## config.mk

```make
export PLATFORM = sky130hd
export DESIGN_NAME = adder
export DESIGN_NICKNAME = d
export VERILOG_FILES = /design/src/rtl/adder.sv
export SDC_FILE = /design/constraint.sdc
export NUM_CORES = 1
export LEC_CHECK = 0
export ABC_AREA = 1
export CAP_MARGIN = 40
export CELL_PAD_IN_SITES_DETAIL_PLACEMENT = 2
export CELL_PAD_IN_SITES_GLOBAL_PLACEMENT = 2
export CORE_ASPECT_RATIO = 1.25
export CORE_MARGIN = 5
export CORE_UTILIZATION = 18
export DETAILED_ROUTE_END_ITERATION = 10
export PLACE_DENSITY_LB_ADDON = 0.2
export SLEW_MARGIN = 25
export SYNTH_ARGS = -nofsm -noshare
export SYNTH_HDL_FRONTEND = slang
export SYNTH_HIERARCHICAL = 1
export SYNTH_SLANG_ARGS = --single-unit
```

## constraint.sdc

```tcl
create_clock -name clk -period 3.2 [get_ports clk]
set_input_delay 0.48 -clock clk [delete_from_list [all_inputs] [get_ports clk]]
set_output_delay 0.48 -clock clk [all_outputs]
set_load 0.02 [all_outputs]
```

## src/rtl/adder.sv

```systemverilog
// Unsigned WIDTH-bit ripple-carry adder with a full-precision combinational
// sum and a one-cycle registered copy carrying valid and overflow flags.
module adder_fa (
    input  logic a,
    input  logic b,
    input  logic ci,
    output logic s,
    output logic co
);
    logic p;

    assign p  = a ^ b;
    assign s  = p ^ ci;
    assign co = (a & b) | (ci & p);
endmodule

module adder #(
    parameter int WIDTH = 4
) (
    input  logic             clk,
    input  logic             rst,
    input  logic [WIDTH-1:0] A,
    input  logic [WIDTH-1:0] B,
    input  logic             in_valid,
    output logic [WIDTH:0]   sum,
    output logic [WIDTH:0]   sum_q,
    output logic             out_valid,
    output logic             ovf_q
);
    logic [WIDTH:0] c;
    logic           ovf;

    assign c[0] = 1'b0;

    for (genvar i = 0; i < WIDTH; i++) begin : g_fa
        adder_fa u_fa (
            .a (A[i]),
            .b (B[i]),
            .ci(c[i]),
            .s (sum[i]),
            .co(c[i+1])
        );
    end

    assign sum[WIDTH] = c[WIDTH];

    // Signed overflow: like-signed operands whose truncated sum flips sign.
    assign ovf = (A[WIDTH-1] == B[WIDTH-1]) && (sum[WIDTH-1] != A[WIDTH-1]);

    always_ff @(posedge clk or posedge rst) begin
        if (rst) begin
            sum_q     <= '0;
            ovf_q     <= 1'b0;
            out_valid <= 1'b0;
        end else begin
            out_valid <= in_valid;
            if (in_valid) begin
                sum_q <= sum;
                ovf_q <= ovf;
            end
        end
    end
endmodule

```

==> results.py, run 1 <==
metrics = {
    "detailed_routing": {
        "wl_um": 970,
        "drtIter0Drc": 3,
        "wl_per_cell_um": 11.3,
        "first_pass_iters": 4,
        "postRouteAntennaNets": 0,
        "drc": 0,
        "via_per_inst": 4.20,
        "vias": 361,
    },
    "floorplanning": {
        "placementRows": 18,
        "core_region_area_um2": 1960,
        "pin_count": 23,
        "fp.dieArea_um2": 3030,
        "start_util_pct": 18.6,
        "die-height_um": 60.3,
        "die-width_um": 50.2,
    },
    "critical_path": {
        "cp_max_fo": 2,
        "required_ps": 2720,
        "end_kind": "output port",
        "start_kind": "primary input",
        "crit_type": "primary input to output port",
        "cp.arrival_ps": 2660,
    },
    "global_routing": {
        "grt.busiest_layer": "met2",
        "grtUsageMet1_pct": 6.09,
        "grt_pass1_wl_um": 1560,
        "grt.met3_usage_pct": 2.00,
        "grt_max_degree": 8,
        "grt_antenna_before_repair": 0,
        "grt_overflow": 0,
        "grt_pass1_vias": 413,
        "grt_usage_pct": 7.02,
        "grtUsageMet2_pct": 12.6,
    },
    "power_and_ir_drop": {
        "intPower_mw": 0.213,
        "ir_worst_vdd_mv": 0.156,
        "p_leak_nw": 0.315,
        "power_density_nw_per_um2": 494,
        "clockPowerShare_pct": 25.6,
        "p_comb_share_pct": 40.7,
        "power.share.switching_pct": 33.6,
        "switchingPower_mw": 0.108,
        "finalPower_mw": 0.321,
        "power_frac_seq_pct": 33.6,
    },
    "placement": {
        "hpwl_um": 834,
        "numPortBuffers": 22,
        "gp_congestion": 0.655,
    },
    "timing": {
        "hold_violations": 0,
        "min_period_over_period_pct": 98.1,
        "slew_viol_final": 0,
        "whs_ps": 455,
        "fmax_mhz": 319,
        "period_minus_slack_ps": 3140,
        "skew_ps": 0,
        "rsz0062_at_grt": "no",
        "finalSetupViolations": 0,
    },
    "clock_tree": {
        "cts_tree": "done",
        "cts-root-buf": "clkbuf_4",
        "clock_sinks": 7,
        "clk_pin_slew_ps": 60,
        "clk-insertion-delay-late_ps": 260,
        "cts_buffers": 3,
        "h-tree-depth": 1,
        "max-clock-path-buffers": 2,
    },
    "synth": {
        "netlist_area_um2": 364,
        "ys_warn_count": 6,
        "syn_nets": 53,
        "synth_cells": 38,
        "synth_top_area_share_pct": 48.1,
        "yosys.area.top_type": "dfrtp_1",
        "syn_area_per_cell_um2": 9.58,
        "ys_seq_area_share_pct": 48.1,
        "ys_types": 9,
        "synth_area_leaders": "dfrtp_1 (48%), fa_1 (22%), nand2_1 (18%)",
        "synth-seq-cells": 7,
    },
    "layout": {
        "multi_input_area_um2": 170,
        "fillers": 219,
        "diodes": 0,
        "nets": 82,
        "seqCellArea_um2": 175,
        "drive_gt1_share_pct": 19.7,
        "syn2layout_area_growth_pct": 78.7,
    },
    "job": {
        "max_cap_violations": 0,
    },
    "hold_path": {
        "holdCritPathClass": "primary input to asynchronous set/reset pin",
    },
    "outcome": {
        "status": "finished clean",
    },
}
==> Yosys cell counts <==
cell type,count
buf_4,1
conb_1,1
dfrtp_1,7
fa_1,4
inv_1,4
inv_2,1
nand2_1,17
nand3_1,2
o21ai_1,1
==> final cells by class <==
class / count / share of cell area [%]
Timing Repair Buffer: 25 / 36.0
Sequential cell: 7 / 26.9
Multi-Input combinational cell: 25 / 26.2
Tap cell: 20 / 3.85
Clock buffer: 3 / 3.46
Inverter: 5 / 2.88
Clock inverter: 1 / 0.769
==> path summary, 6_finish.rpt <==
path	start	depth (start not counted)	to	slack [ps]
setup / recovery	B[0]	6	sum[3]	60
hold / removal	rst	2	ovf_q	460
setup reg to reg	sum_q[3]	2	sum_q[3]	2580
hold reg to reg	sum_q[4]	2	sum_q[4]	470
max in group asynchronous	rst	2	sum_q[4]	2530
min in group clk	sum_q[4]	2	sum_q[4]	470
==> repair_timing <==
action | 4_1_cts | 5_1_grt
hold buffers | 0 | 0
setup endpoints to repair | 3 | 2
hold endpoints to repair | 0 | 0
pin swaps | 0 | 2
resized for setup | 10 | 3
buffers inserted | 0 | 1
==> cells by family (layout without fill, tap and decap cells) <==
group | Yosys count | count (layout) | synth area share, %
compound gates | 1 | 1 | 1.37
buf+inv | 6 | 34 | 7.22
simple gates | 19 | 19 | 20.3
flops | 7 | 7 | 48.1
other cells | 1 | 1 | 1.03
fa+ha+maj | 4 | 4 | 22.0
==> power groups by stage <==
stage          sequential [mW]  clock, mW  combinational (mW)
3_5_place_dp             0.110          0               0.133
5_1_grt                  0.110     0.0888               0.142
2_1_floorplan            0.125          0              0.0475
6_report                 0.108     0.0823               0.131
3_3_place_gp             0.109          0               0.131
4_1_cts                  0.109     0.0851               0.129
==> cell usage in the layout (no fill, tap or decap) <==
cell type,n
clkdlybuf4s50_1,19
clkbuf_4,3
dfrtp_1,7
inv_1,4
nand3_1,2
buf_4,4
buf_2,1
fa_1,1
nand2_1,17
fa_2,3
dlygate4sd2_1,1
inv_2,1
conb_1,1
o21ai_1,1
clkinv_2,1
==> layer usage <==
metal	wire, um	vias up
met5	0	-
met4	33	0
met3	118	5
met2	487	22
met1	331	168
li1	-	166
==> state kept, by name (all words and copies together), names as in the netlist <==
| register | cells |
|---|---|
| ovf_q | 1 |
| out_valid | 1 |
| sum_q | 5 |
==> metrics by stage <==
stage               TNS, ps  utilization, %  std cells  setup WS [ps]  area [um^2]
finish                    0            33.2         86           60.8          651
global route              0            33.2         86           3.32          651
CTS                    -142            32.4         85           -132          636
detailed placement    -1160            31.5         81           -589          617
global placement      -1140            31.5         81           -577          617
floorplan                 0               -         38            428          364
==> critical path, cell delays in order <==
cell and delay (ps):
clkdlybuf4s50_1 430, fa_2 370, fa_2 350, fa_2 350, fa_1 530, buf_4 150
Note: power is estimated with default switching activity, not from simulation.
==> run 2, diff against run 1 <==
==> constraint.sdc (replaced) <==
create_clock -name clk -period 3.2 [get_ports clk]
set_input_delay 0.64 -clock clk [delete_from_list [all_inputs] [get_ports clk]]
set_output_delay 0.64 -clock clk [all_outputs]
set_load 0.02 [all_outputs]
==> run 2 against run 1 <==
Clock power is 2.8% lower; sequential cell count stayed put; cell count is 1.2% higher; cell area is 0.77% higher; die area stayed put; global-route usage is 0.78 points higher; power is 0.75% higher; clock skew stayed put.
==> results.py, run 2 (synthesized netlist as in run 1, its figures left out) <==
metrics = {
    "global_routing": {
        "grt_max_degree": 8,
        "grt_overflow": 0,
        "grt_antenna_before_repair": 0,
        "grt_pass1_vias": 432,
        "grt_pass1_wl_um": 1690,
        "grt_usage_pct": 7.80,
    },
    "detailed_routing": {
        "drc": 0,
        "vias": 351,
        "postRouteAntennaNets": 0,
        "wl_per_cell_um": 11.4,
        "drtIter0Drc": 3,
        "first_pass_iters": 2,
        "via_per_inst": 4.03,
        "wl_um": 991,
    },
    "placement": {
        "gp_congestion": 0.646,
        "place_area_um2": 624,
        "place_inst": 82,
        "hpwl_um": 853,
        "numPortBuffers": 22,
    },
    "layout": {
        "nets": 83,
        "layout_commonest_cell": "nand2_1",
        "syn2layout_area_growth_pct": 80.1,
        "top_regs": "sum_q (5), out_valid (1), ovf_q (1)",
        "drive_gt1_share_pct": 22.4,
        "largest_reg_flops": 5,
        "top_register": "sum_q",
        "instances_no_fill": 87,
        "final_cell_mix": "nand2_1 (17), clkdlybuf4s50_1 (16), dfrtp_1 (7), inv_1 (4), buf_4 (4)",
        "final_cell_area_um2": 656,
        "diodes": 0,
    },
    "critical_path": {
        "end_kind": "output port",
        "required_ps": 2560,
        "cp.arrival_ps": 2480,
        "r2r_slack_ps": 2590,
        "start_kind": "primary input",
        "cp_max_fo": 2,
        "crit_type": "primary input to output port",
    },
    "timing": {
        "slew_viol_final": 0,
        "period_minus_slack_ps": 3120,
        "whs_ps": 474,
        "finalSetupViolations": 0,
        "skew_ps": 0,
        "fmax_mhz": 320,
        "min_period_over_period_pct": 97.6,
        "hold_violations": 0,
        "rsz0062_at_grt": "no",
    },
    "power_and_ir_drop": {
        "p_leak_nw": 0.322,
        "intPower_mw": 0.219,
        "clockPowerShare_pct": 24.7,
        "switchingPower_mw": 0.105,
        "ir_worst_vdd_mv": 0.131,
        "power_density_nw_per_um2": 494,
        "p_comb_share_pct": 42.0,
        "power_frac_seq_pct": 33.3,
        "power.share.switching_pct": 32.3,
    },
    "floorplanning": {
        "pin_count": 23,
        "core_region_area_um2": 1960,
        "fp.dieArea_um2": 3030,
        "placementRows": 18,
        "start_util_pct": 18.6,
        "die-height_um": 60.3,
        "die-width_um": 50.2,
    },
    "outcome": {
        "status": "finished clean",
    },
    "clock_tree": {
        "cts_hold_buf": 0,
        "max-clock-path-buffers": 2,
        "clk-insertion-delay-late_ps": 250,
        "cts_buffers": 3,
        "clock_sinks": 7,
        "h-tree-depth": 1,
        "clk_pin_slew_ps": 50,
        "cts-root-buf": "clkbuf_4",
        "cts_tree": "done",
    },
    "hold_path": {
        "holdCritPathClass": "register to register",
    },
    "job": {
        "max_cap_violations": 0,
    },
}
[run 2: changes by cell type in the layout (fill, tap and decap cells not counted)]
cell             previous run  this run
buf_6                       0         2
clkdlybuf4s50_1            19        16
buf_2                       1         2
clkbuf_1                    0         1
clkinv_2                    1         0
dlygate4sd2_1               1         2
[run 2: area by class of cell]
type / count / area [um^2]
tap: 20 / 25.0
timing repair buffer: 26 / 240
clock buffer: 4 / 26.3
inverter: 5 / 18.8
sequential: 7 / 175
fill: 235 / 1300
multi-input combinational: 25 / 170
[run 2: per-stage QoR]
step                      total power [mW]  setup TNS, ps  worst slack, ps  utilization (%)
after floorplan                      0.172              0              108                -
after global routing                 0.349              0             27.3             33.5
final                                0.324              0             76.4             33.5
after global placement               0.244          -2210             -895             31.9
after detailed placement             0.246          -2290             -901             31.9
after CTS                            0.332          -9.06            -9.06             33.5
[run 2: timing repair]
item,CTS,global route
resized for setup,24,0
cloned,0,0
pin swaps,4,1
setup buffers,1,0
endpoints found under the setup margin,4,1
[run 2: critical path, cell delays in order]
cell   delay (ps)
buf_6          90
fa_2          360
fa_2          370
fa_2          370
fa_1          530
buf_6         130
[run 2: final timing paths]
check / startpoint / to / cells past startpoint
worst min register to register: sum_q[0] / sum_q[0] / 2
max in group asynchronous: rst / sum_q[1] / 2
worst max register to register: ovf_q / ovf_q / 2
worst max-delay path: B[0] / sum[3] / 6
min in group asynchronous: rst / out_valid / 2
worst min-delay path: sum_q[0] / sum_q[0] / 2
[run 2: power by group through the flow]
| stage | clock (mW) | combinational [mW] | sequential (mW) |
|---|---|---|---|
| after floorplan | 0 | 0.0475 | 0.125 |
| after global placement | 0 | 0.135 | 0.109 |
| after detailed placement | 0 | 0.137 | 0.110 |
| after CTS | 0.0847 | 0.140 | 0.108 |
| after global routing | 0.0907 | 0.148 | 0.110 |
| final | 0.0800 | 0.136 | 0.108 |
[run 2: per-layer routing]
metal | track usage (%) | wire length [um] | up-vias
met5 | 0 | 0 | -
met4 | 8.99 | 55 | 0
met3 | 2.00 | 116 | 4
met2 | 14.7 | 504 | 21
met1 | 5.64 | 316 | 158
li1 | - | - | 168
==> run 3, diff against run 2 <==
PLACE_DENSITY_LB_ADDON = 0.1   (was 0.2)
==> run 3 against run 2 <==
Core utilization up 0.38 points; sequential power hardly changed; combinational power barely moved; first-iteration DRC count shrank 67%; critical path depth unchanged; global-route usage down 0.17 points; cell count grew 1.1%; cell area is 1.1% higher; worst setup slack got worse by 3.0 ps; largest cell class unchanged.
==> results.py, run 3 (synthesized netlist as in run 1, its figures left out) <==
metrics = {
    "outcome": {
        "status": "finished clean",
    },
    "critical_path": {
        "end_kind": "output port",
        "crit_top_cell": "fa_2",
        "cp.arrival_ps": 2490,
        "required_ps": 2560,
        "critPathTopFamily": "adder cells",
        "cp_max_fo": 2,
        "path_buf_inv": 2,
        "start_kind": "primary input",
        "cp_slowest_cell": "fa_1",
        "slowest_delay_ps": 530,
        "crit_type": "primary input to output port",
        "crit_chain": "buf_6 -> fa_2 -> fa_2 -> fa_2 -> fa_1 -> buf_6",
    },
    "timing": {
        "slew_viol_final": 0,
        "fmax_mhz": 320,
        "finalSetupViolations": 0,
        "rsz0062_at_grt": "no",
        "period_minus_slack_ps": 3130,
        "whs_ps": 470,
        "skew_ps": 0,
        "min_period_over_period_pct": 97.7,
        "hold_violations": 0,
    },
    "floorplanning": {
        "fp.dieArea_um2": 3030,
        "die-width_um": 50.2,
        "start_util_pct": 18.6,
        "core_region_area_um2": 1960,
        "die-height_um": 60.3,
        "placementRows": 18,
        "pin_count": 23,
    },
    "detailed_routing": {
        "drtIter0Drc": 1,
        "postRouteAntennaNets": 0,
        "vias": 352,
        "wl_um": 938,
        "first_pass_iters": 3,
        "via_per_inst": 4.00,
        "drc": 0,
        "wl_per_cell_um": 10.7,
    },
    "layout": {
        "top_regs": "sum_q (5), out_valid (1), ovf_q (1)",
        "drive_gt1_share_pct": 23.5,
        "nets": 84,
        "top_register": "sum_q",
        "final_cell_area_um2": 663,
        "largest_reg_flops": 5,
        "diodes": 0,
        "syn2layout_area_growth_pct": 82.1,
        "layout_commonest_cell": "nand2_1",
        "final_cell_mix": "nand2_1 (17), clkdlybuf4s50_1 (16), dfrtp_1 (7), buf_4 (5), inv_1 (4)",
    },
    "global_routing": {
        "grt_antenna_before_repair": 0,
        "grt_pass1_wl_um": 1680,
        "grt_usage_pct": 7.63,
        "grt_overflow": 0,
        "grt_pass1_vias": 424,
        "grt_max_degree": 8,
    },
    "clock_tree": {
        "max-clock-path-buffers": 2,
        "clk-insertion-delay-late_ps": 240,
        "h-tree-depth": 1,
        "cts-root-buf": "clkbuf_4",
        "cts_tree": "done",
        "clock_sinks": 7,
        "cts_buffers": 3,
        "cts_hold_buf": 0,
        "clk_pin_slew_ps": 50,
    },
    "power_and_ir_drop": {
        "p_comb_share_pct": 42.8,
        "ir_worst_vdd_mv": 0.140,
        "clockPowerShare_pct": 24.0,
        "switchingPower_mw": 0.102,
        "finalPower_mw": 0.323,
        "intPower_mw": 0.221,
        "power_frac_seq_pct": 33.1,
        "power.share.switching_pct": 31.5,
        "power_density_nw_per_um2": 487,
        "p_leak_nw": 0.327,
    },
    "hold_path": {
        "holdCritPathClass": "register to register",
    },
    "placement": {
        "hpwl_um": 813,
        "gp_congestion": 0.640,
        "place_area_um2": 632,
        "numPortBuffers": 22,
    },
    "job": {
        "max_cap_violations": 0,
    },
}
-- run 3: per-stage QoR --
stage | util [%] | setup WS, ps | instances | TNS [ps]
after floorplan | - | 108 | 38 | 0
after global placement | 32.2 | -893 | 83 | -2230
after detailed placement | 32.2 | -897 | 83 | -2250
after CTS | 33.8 | 1.39 | 88 | 0
after global routing | 33.8 | 16.3 | 88 | 0
final | 33.8 | 73.4 | 88 | 0
-- run 3: tightest hold or removal path, cell delays in order (launching register included) --
cell,delay (ps)
dfrtp_1,340
nand2_1,50
nand2_1,50
-- run 3: path summary, 6_finish.rpt --
| path | start | to | slack (ps) | cells past startpoint |
|---|---|---|---|---|
| max in group asynchronous | rst | ovf_q | 2360 | 2 |
| min | sum_q[0] | sum_q[0] | 470 | 2 |
| max reg2reg | sum_q[3] | sum_q[3] | 2600 | 2 |
| max | B[0] | sum[3] | 70 | 6 |
| min in group asynchronous | rst | sum_q[2] | 630 | 2 |
| min reg2reg | sum_q[0] | sum_q[0] | 470 | 2 |
-- run 3: area by class of cell --
cell class | count | area (um^2)
Fill cell | 221 | 1300
Timing Repair Buffer | 27 | 248
Tap cell | 20 | 25.0
Inverter | 5 | 18.8
Clock buffer | 4 | 26.3
Sequential cell | 7 | 175
Multi-Input combinational cell | 25 | 170
-- run 3: power groups by stage --
stage	registers (mW)	logic, mW	clock network (mW)
3_5_place_dp	0.109	0.139	0
2_1_floorplan	0.125	0.0475	0
6_report	0.107	0.138	0.0776
3_3_place_gp	0.109	0.138	0
4_1_cts	0.107	0.142	0.0826
5_1_grt	0.109	0.153	0.0904
-- run 3: routing by layer --
layer	global-route usage, %	up-vias	wire length (um)	share of wire [%]
met5	0	-	0	0
met2	12.6	20	458	49
met3	2.24	2	102	11
li1	-	171	-	-
met1	6.82	159	350	37
met4	8.99	0	27	2.9
-- run 3: timing repair --
| action | CTS | global route |
|---|---|---|
| pin swaps | 4 | 1 |
| cloned | 0 | 0 |
| setup endpoints to repair | 4 | 1 |
| hold endpoints to repair | 0 | 0 |
| gates resized for setup | 24 | 0 |
| setup buffers | 1 | 0 |
